===== src/rtl/fetch_seq_ctrl_if.sv =====
// Control bundle between the fetch pipeline and the fetch sequencer.
// The sequencer sits on the slave side; the pipeline/counter side is the master.
interface fetch_seq_ctrl_if #(
  parameter int unsigned AW = 10
) ();
  logic [AW-1:0] ctr_out;
  logic          stall;
  logic          br_req;
  logic [AW-1:0] br_target;
  logic          call_req;
  logic          ret_req;
  logic          halt_req;
  logic          resume;
  logic          ctr_en;
  logic          ctr_dir;
  logic          ctr_jmp;
  logic [AW-1:0] ctr_jmp_loc;
  logic          fetch_valid;
  logic          ras_ovf;
  logic          ras_unf;
  logic          halted;

  modport master (
    output ctr_out, stall, br_req, br_target, call_req, ret_req, halt_req, resume,
    input  ctr_en, ctr_dir, ctr_jmp, ctr_jmp_loc, fetch_valid, ras_ovf, ras_unf, halted
  );

  modport slave (
    input  ctr_out, stall, br_req, br_target, call_req, ret_req, halt_req, resume,
    output ctr_en, ctr_dir, ctr_jmp, ctr_jmp_loc, fetch_valid, ras_ovf, ras_unf, halted
  );
endinterface


===== src/rtl/fetch_seq_ctrl.sv =====
// Fetch-address sequencer: drives the instruction-address counter from pipeline
// requests and keeps a small return-address stack for call/return.
module fetch_seq_ctrl #(
  parameter int unsigned   AW        = 10,
  parameter logic [AW-1:0] BOOT_ADDR = '0,
  parameter int unsigned   RAS_DEPTH = 4
) (
  input  logic             clk,
  input  logic             rst,
  fetch_seq_ctrl_if.slave  bus
);

  localparam int unsigned IdxW = $clog2(RAS_DEPTH);
  localparam int unsigned PtrW = IdxW + 1;

  typedef enum logic [2:0] {
    StBoot,
    StRun,
    StRedirect,
    StStalled,
    StHalted
  } state_e;

  state_e          stateQ, stateD;
  logic [AW-1:0]   targetQ, targetD;
  logic [PtrW-1:0] ptrQ, ptrD;
  logic            ovfQ, ovfD;
  logic            unfQ, unfD;
  logic            pushEn;
  logic [AW-1:0]   rasMem [RAS_DEPTH];
  logic [PtrW-1:0] topPtr;
  logic [IdxW-1:0] topIdx;
  logic [IdxW-1:0] pushIdx;
  logic            rasEmpty;
  logic            rasFull;

  assign topPtr   = ptrQ - PtrW'(1);
  assign topIdx   = topPtr[IdxW-1:0];
  assign pushIdx  = ptrQ[IdxW-1:0];
  assign rasEmpty = (ptrQ == '0);
  assign rasFull  = (ptrQ == PtrW'(RAS_DEPTH));

  always_comb begin
    stateD  = stateQ;
    targetD = targetQ;
    ptrD    = ptrQ;
    ovfD    = ovfQ;
    unfD    = unfQ;
    pushEn  = 1'b0;
    unique case (stateQ)
      StBoot, StRedirect: stateD = StRun;
      StRun, StStalled: begin
        if (bus.halt_req) begin
          stateD = StHalted;
        end else if (bus.ret_req) begin
          if (rasEmpty) begin
            unfD   = 1'b1;
            stateD = StHalted;
          end else begin
            ptrD    = topPtr;
            targetD = rasMem[topIdx];
            stateD  = StRedirect;
          end
        end else if (bus.call_req) begin
          targetD = bus.br_target;
          stateD  = StRedirect;
          // A full stack drops the return address but the jump is still taken.
          if (rasFull) begin
            ovfD = 1'b1;
          end else begin
            pushEn = 1'b1;
            ptrD   = ptrQ + PtrW'(1);
          end
        end else if (bus.br_req) begin
          targetD = bus.br_target;
          stateD  = StRedirect;
        end else if (bus.stall) begin
          stateD = StStalled;
        end else begin
          stateD = StRun;
        end
      end
      StHalted: begin
        if (!bus.halt_req && bus.resume) stateD = StRun;
      end
      default: stateD = StBoot;
    endcase
  end

  always_ff @(posedge clk or negedge rst) begin
    if (!rst) begin
      stateQ  <= StBoot;
      targetQ <= BOOT_ADDR;
      ptrQ    <= '0;
      ovfQ    <= 1'b0;
      unfQ    <= 1'b0;
    end else begin
      stateQ  <= stateD;
      targetQ <= targetD;
      ptrQ    <= ptrD;
      ovfQ    <= ovfD;
      unfQ    <= unfD;
    end
  end

  // Stack contents need no reset; only the pointer defines what is live.
  always_ff @(posedge clk) begin
    if (pushEn) rasMem[pushIdx] <= bus.ctr_out + AW'(1);
  end

  always_comb begin
    bus.ctr_en      = 1'b0;
    bus.ctr_dir     = 1'b1;
    bus.ctr_jmp     = 1'b0;
    bus.ctr_jmp_loc = BOOT_ADDR;
    bus.fetch_valid = 1'b0;
    bus.halted      = 1'b0;
    unique case (stateQ)
      StBoot: begin
        bus.ctr_en  = 1'b1;
        bus.ctr_jmp = 1'b1;
      end
      StRedirect: begin
        bus.ctr_en      = 1'b1;
        bus.ctr_jmp     = 1'b1;
        bus.ctr_jmp_loc = targetQ;
      end
      StRun: begin
        bus.ctr_en      = 1'b1;
        bus.fetch_valid = 1'b1;
      end
      StHalted: bus.halted = 1'b1;
      default: ;
    endcase
  end

  assign bus.ras_ovf = ovfQ;
  assign bus.ras_unf = unfQ;

endmodule

===== src/flat_wrapper.sv =====
// flat-port wrapper written by rule: the top's interface ports become plain ports
module fetch_seq_ctrl_flat 
#(
  parameter int unsigned   AW        = 10,
  parameter logic [AW-1:0] BOOT_ADDR = '0,
  parameter int unsigned   RAS_DEPTH = 4
)
  (clk, rst, bus_ctr_out, bus_stall, bus_br_req, bus_br_target, bus_call_req, bus_ret_req, bus_halt_req, bus_resume, bus_ctr_en, bus_ctr_dir, bus_ctr_jmp, bus_ctr_jmp_loc, bus_fetch_valid, bus_ras_ovf, bus_ras_unf, bus_halted);
  fetch_seq_ctrl_if #(.AW(AW)) bus_i ();
  input  logic clk;
  input  logic rst;
  input wire logic [$bits(bus_i.ctr_out)-1:0] bus_ctr_out;
  input wire logic [$bits(bus_i.stall)-1:0] bus_stall;
  input wire logic [$bits(bus_i.br_req)-1:0] bus_br_req;
  input wire logic [$bits(bus_i.br_target)-1:0] bus_br_target;
  input wire logic [$bits(bus_i.call_req)-1:0] bus_call_req;
  input wire logic [$bits(bus_i.ret_req)-1:0] bus_ret_req;
  input wire logic [$bits(bus_i.halt_req)-1:0] bus_halt_req;
  input wire logic [$bits(bus_i.resume)-1:0] bus_resume;
  output wire logic [$bits(bus_i.ctr_en)-1:0] bus_ctr_en;
  output wire logic [$bits(bus_i.ctr_dir)-1:0] bus_ctr_dir;
  output wire logic [$bits(bus_i.ctr_jmp)-1:0] bus_ctr_jmp;
  output wire logic [$bits(bus_i.ctr_jmp_loc)-1:0] bus_ctr_jmp_loc;
  output wire logic [$bits(bus_i.fetch_valid)-1:0] bus_fetch_valid;
  output wire logic [$bits(bus_i.ras_ovf)-1:0] bus_ras_ovf;
  output wire logic [$bits(bus_i.ras_unf)-1:0] bus_ras_unf;
  output wire logic [$bits(bus_i.halted)-1:0] bus_halted;
  assign bus_i.ctr_out = bus_ctr_out;
  assign bus_i.stall = bus_stall;
  assign bus_i.br_req = bus_br_req;
  assign bus_i.br_target = bus_br_target;
  assign bus_i.call_req = bus_call_req;
  assign bus_i.ret_req = bus_ret_req;
  assign bus_i.halt_req = bus_halt_req;
  assign bus_i.resume = bus_resume;
  assign bus_ctr_en = bus_i.ctr_en;
  assign bus_ctr_dir = bus_i.ctr_dir;
  assign bus_ctr_jmp = bus_i.ctr_jmp;
  assign bus_ctr_jmp_loc = bus_i.ctr_jmp_loc;
  assign bus_fetch_valid = bus_i.fetch_valid;
  assign bus_ras_ovf = bus_i.ras_ovf;
  assign bus_ras_unf = bus_i.ras_unf;
  assign bus_halted = bus_i.halted;
  fetch_seq_ctrl #(.AW(AW), .BOOT_ADDR(BOOT_ADDR), .RAS_DEPTH(RAS_DEPTH)) u_core (.clk(clk), .rst(rst), .bus(bus_i));
endmodule

===== config.mk =====
export PLATFORM = sky130hd
export DESIGN_NAME = fetch_seq_ctrl_flat
export DESIGN_NICKNAME = d
export VERILOG_FILES = /design/src/rtl/fetch_seq_ctrl_if.sv /design/src/rtl/fetch_seq_ctrl.sv /design/src/flat_wrapper.sv
export SDC_FILE = /design/constraint.sdc
export NUM_CORES = 1
export LEC_CHECK = 0
export CAP_MARGIN = 20
export CELL_PAD_IN_SITES_DETAIL_PLACEMENT = 1
export CELL_PAD_IN_SITES_GLOBAL_PLACEMENT = 1
export CORE_MARGIN = 2
export CORE_UTILIZATION = 35
export DETAILED_ROUTE_END_ITERATION = 16
export DONT_BUFFER_PORTS = 1
export MAX_ROUTING_LAYER = met4
export PLACE_DENSITY = 0.57
export SYNTH_ARGS = -nofsm -noshare
export SYNTH_HDL_FRONTEND = slang
export SYNTH_SLANG_ARGS = --single-unit

===== constraint.sdc =====
create_clock -name clk -period 2.1 [get_ports clk]
set_input_delay 0.42 -clock clk [delete_from_list [all_inputs] [get_ports clk]]
set_output_delay 0.42 -clock clk [all_outputs]
set_load 0.1 [all_outputs]

==> summary.md <==
| Metric | Value |
|---|---|
| CP startpoint | `u_core.stateQ[0]` |
| Latest clock arrival within the worst-skew pair | `0.33 ns` |
| Initial antenna violation count | `0` |
| Vias in the first global route | `2000` |
| Area grow syn2layout | `21.4%` |
| Max-cap violations | `0` |
| Drt drc | `0` |
| Async set-or-reset flop fraction in the synthesized netlist | `31.0%` |
| FF-to-FF End | `u_core.targetQ[2]` |
| ANT cells | `0` |
| Outcome | `finished clean` |
| Max incr delay on CP | `0.50 ns` |
| Critical path endpoint category | `output port` |
| Buffers on Ports | `0` |
| Syn Std Cell Area | `2770 um^2` |
| Reg clk slew, reported paths | `0.07 ns` |
| P_leak | `1.34 nW` |
| Least-Margin Pin Slew | `0.897 ns` |
| Die area | `8650 um^2` |
| Syn nets | `246` |
| CP Class | `reg -> out` |
| RD Place Congestion | `0.717` |
| Via count | `1741` |
| Largest net degree at the start of global routing | `26` |
| Hold EP | `u_core.stateQ[0]` |
| Wire length on met2 | `3.20 mm` |
| Worst R2R Start | `u_core.ptrQ[1]` |
| Final #Nets | `267` |
| Tmin final | `2.00 ns` |
| Distinct cells, synth | `45` |
| Fin. Hold Viols | `0` |
| # setup viols final | `0` |
| Final Max Slew Viols | `0` |
| Period utilisation layout | `95.4%` |
| Sequential area share after synthesis | `59.6%` |
| Arrival @ worst endpoint | `1.58 ns` |
| R2R cell count | `6` |
| Ys Warns | `0` |
| Vias per cell | `5.12` |
| H-tree depth | `3` |
| Cell Pwr Density | `1370 nW/um^2` |
| Post-CTS Setup Bufs | `0` |
| Clock Skew | `0.00804 ns` |
| Root Buffer | `clkbuf_8` |
| Ratio of cells with drive above 1 in the final layout | `26.5%` |
| Delay-heaviest family, CP | `simple AND/OR/NAND/NOR gates` |
| Slowest CP cell | `dfrtp_1` |
| Std cell rows | `32` |
| Synth Instances | `212` |
| Hold Crit Depth | `1` |
| CTS Buf Count | `9` |
| Worst Hold Margin | `0.199 ns` |
| CTS Sinks | `58` |
| Yosys reg bits | `58` |
| DRT Wirelength | `6.46 mm` |
| Crit start category | `flip-flop` |
| TritonCTS clock tree | `done` |
| Drt wl/cell | `19.0 um` |
| Top_reg_cell synth | `edfxtp_1` |
| Rel. slew slack | `40.2%` |
| GR Overflow Total | `0` |
| Detail Placement HPWL | `4.71 mm` |
| Initial Util | `36.1%` |
| Hold WC Path Type | `in -> reg` |
| Worst Path Required | `1.68 ns` |
| Iteration count of the initial detailed-routing pass | `4` |
| I/O Pins | `45` |
| Power, Total | `4.60 mW` |
| Max FO, Critical Path | `11` |
| Routed met1 length | `2.87 mm` |
| Chip Width | `93.0 um` |
| RSZ-0062 raised after global routing | `false` |
| Antenna viol nets, final | `0` |
| F_max | `0.499 GHz` |
| Die Y | `93.0 um` |
| Post-synth EDFFs | `40` |
| Worst-case clock buffer depth | `2` |
| Core area | `7690 um^2` |
| Syn Area/Cell | `13.1 um^2` |
| Crit path cell chain | `nor2_4 > and3_2 > buf_12` |
| Max VDD drop | `448 uV` |
| DR top layer | `met4` |
| Detailed-routed wire length on met3 | `327 um` |
| Worst path bufs/invs | `1` |
| DRT iter0 DRCs | `117` |
| All-Layer GR Usage | `16.5%` |
| Global-route wire length before repair | `10.3 mm` |
| Reg2reg setup slack | `0.13 ns` |
| Hold path startpoint | `bus_halt_req` |
sequential cells by signal, indices dropped and copies added, names as in the netlist:
| register | cells |
|---|---|
| u_core.rasMem | 40 |
| u_core.targetQ | 10 |
| u_core.ptrQ | 3 |
| u_core.stateQ | 3 |
| u_core.bus.ras_ovf | 1 |
| u_core.bus.ras_unf | 1 |
per-layer routing:
metal  vias to the layer above  track usage [%]
met3                         5             4.43
met5                         -                -
met4                         0             6.25
li1                        823                -
met1                       872             19.4
met2                        41             27.4
power breakdown:
part	switching, mW	total (mW)	internal, mW
Combinational	1.14	1.85	0.703
Clock	0.436	1.10	0.660
Sequential	0.238	1.65	1.41
Total	1.82	4.60	2.78
cell usage in the layout (no fill, tap or decap), types with 2 or more instances in the layout:
cell,count
clkinv_2,2
edfxtp_1,40
dfrtp_1,18
clkbuf_8,9
a21oi_1,8
nor2_1,3
nor2b_1,2
and3_2,9
and3_1,3
or3_1,2
bufinv_16,2
xnor2_1,6
ha_1,5
inv_1,10
xor2_1,3
o21ai_0,7
mux2i_1,17
mux2_4,5
buf_4,11
mux2_2,4
and2_1,5
a32o_1,4
nand2_1,14
o221ai_1,4
buf_12,10
nand3_1,7
nand3b_1,2
cell type report:
type,count,area (um^2)
Multi-Input combinational cell,132,1050
Tap cell,102,128
Inverter,10,37.5
Fill cell,794,4320
Timing Repair Buffer,22,293
Sequential cell,58,1650
Clock inverter,6,81.3
Clock buffer,10,128
per-stage QoR:
step	worst slack [ns]	cell area (um^2)	util, %	setup TNS, ns	instances
after floorplan	-0.277	2790	-	-0.426	212
after global placement	0.146	3140	40.8	0	323
after detailed placement	0.0550	3140	40.8	0	323
after CTS	0.0250	3360	43.8	0	340
after global routing	0.0113	3370	43.8	0	340
final	0.0966	3370	43.8	0	340
how the worst max path moves through the flow:
stage                               to  slack, ns  depth (start not counted)
floorplan           bus_ctr_jmp_loc[0]      -0.28                          3
global placement     u_core.targetQ[2]       0.15                          6
detailed placement   u_core.targetQ[2]       0.05                          6
CTS                  u_core.targetQ[2]       0.03                          6
global route         u_core.targetQ[2]       0.01                          6
finish              bus_ctr_jmp_loc[8]        0.1                          3
cell families after synthesis:
family	after synthesis	synth area share, %
flops	58	59.6
simple gates	57	12.2
compound gates	33	8.26
mux	26	10.5
buf+inv	22	3.75
xor+xnor	9	2.84
fa+ha+maj	6	2.71
other cells	1	0.135
worst reg2reg max path, delay by kind of cell (launching register included):
kind	cells	cell delay (ns)
simple gates	1	0.09
buf+inv	1	0.11
mux	2	0.66
compound gates	1	0.13
flops	1	0.40
fa+ha+maj	1	0.46
timing repair:
item	4_1_cts	5_1_grt
hold endpoints to repair	18	0
setup endpoints to repair	10	5
hold buffers	1	0
resized for setup	1	1
synthesized netlist by cell type (6+ instances only):
cell / number / area (um^2)
a21oi_1: 9 / 45.0
and3_1: 11 / 68.8
mux2i_1: 17 / 170
o21ai_0: 7 / 35.0
nand3_1: 7 / 35.0
dfrtp_1: 18 / 450
ha_1: 6 / 75.1
nand2_1: 14 / 52.6
inv_1: 10 / 37.5
xnor2_1: 6 / 52.6
edfxtp_1: 40 / 1200
(Power assumes the default switching activity.)
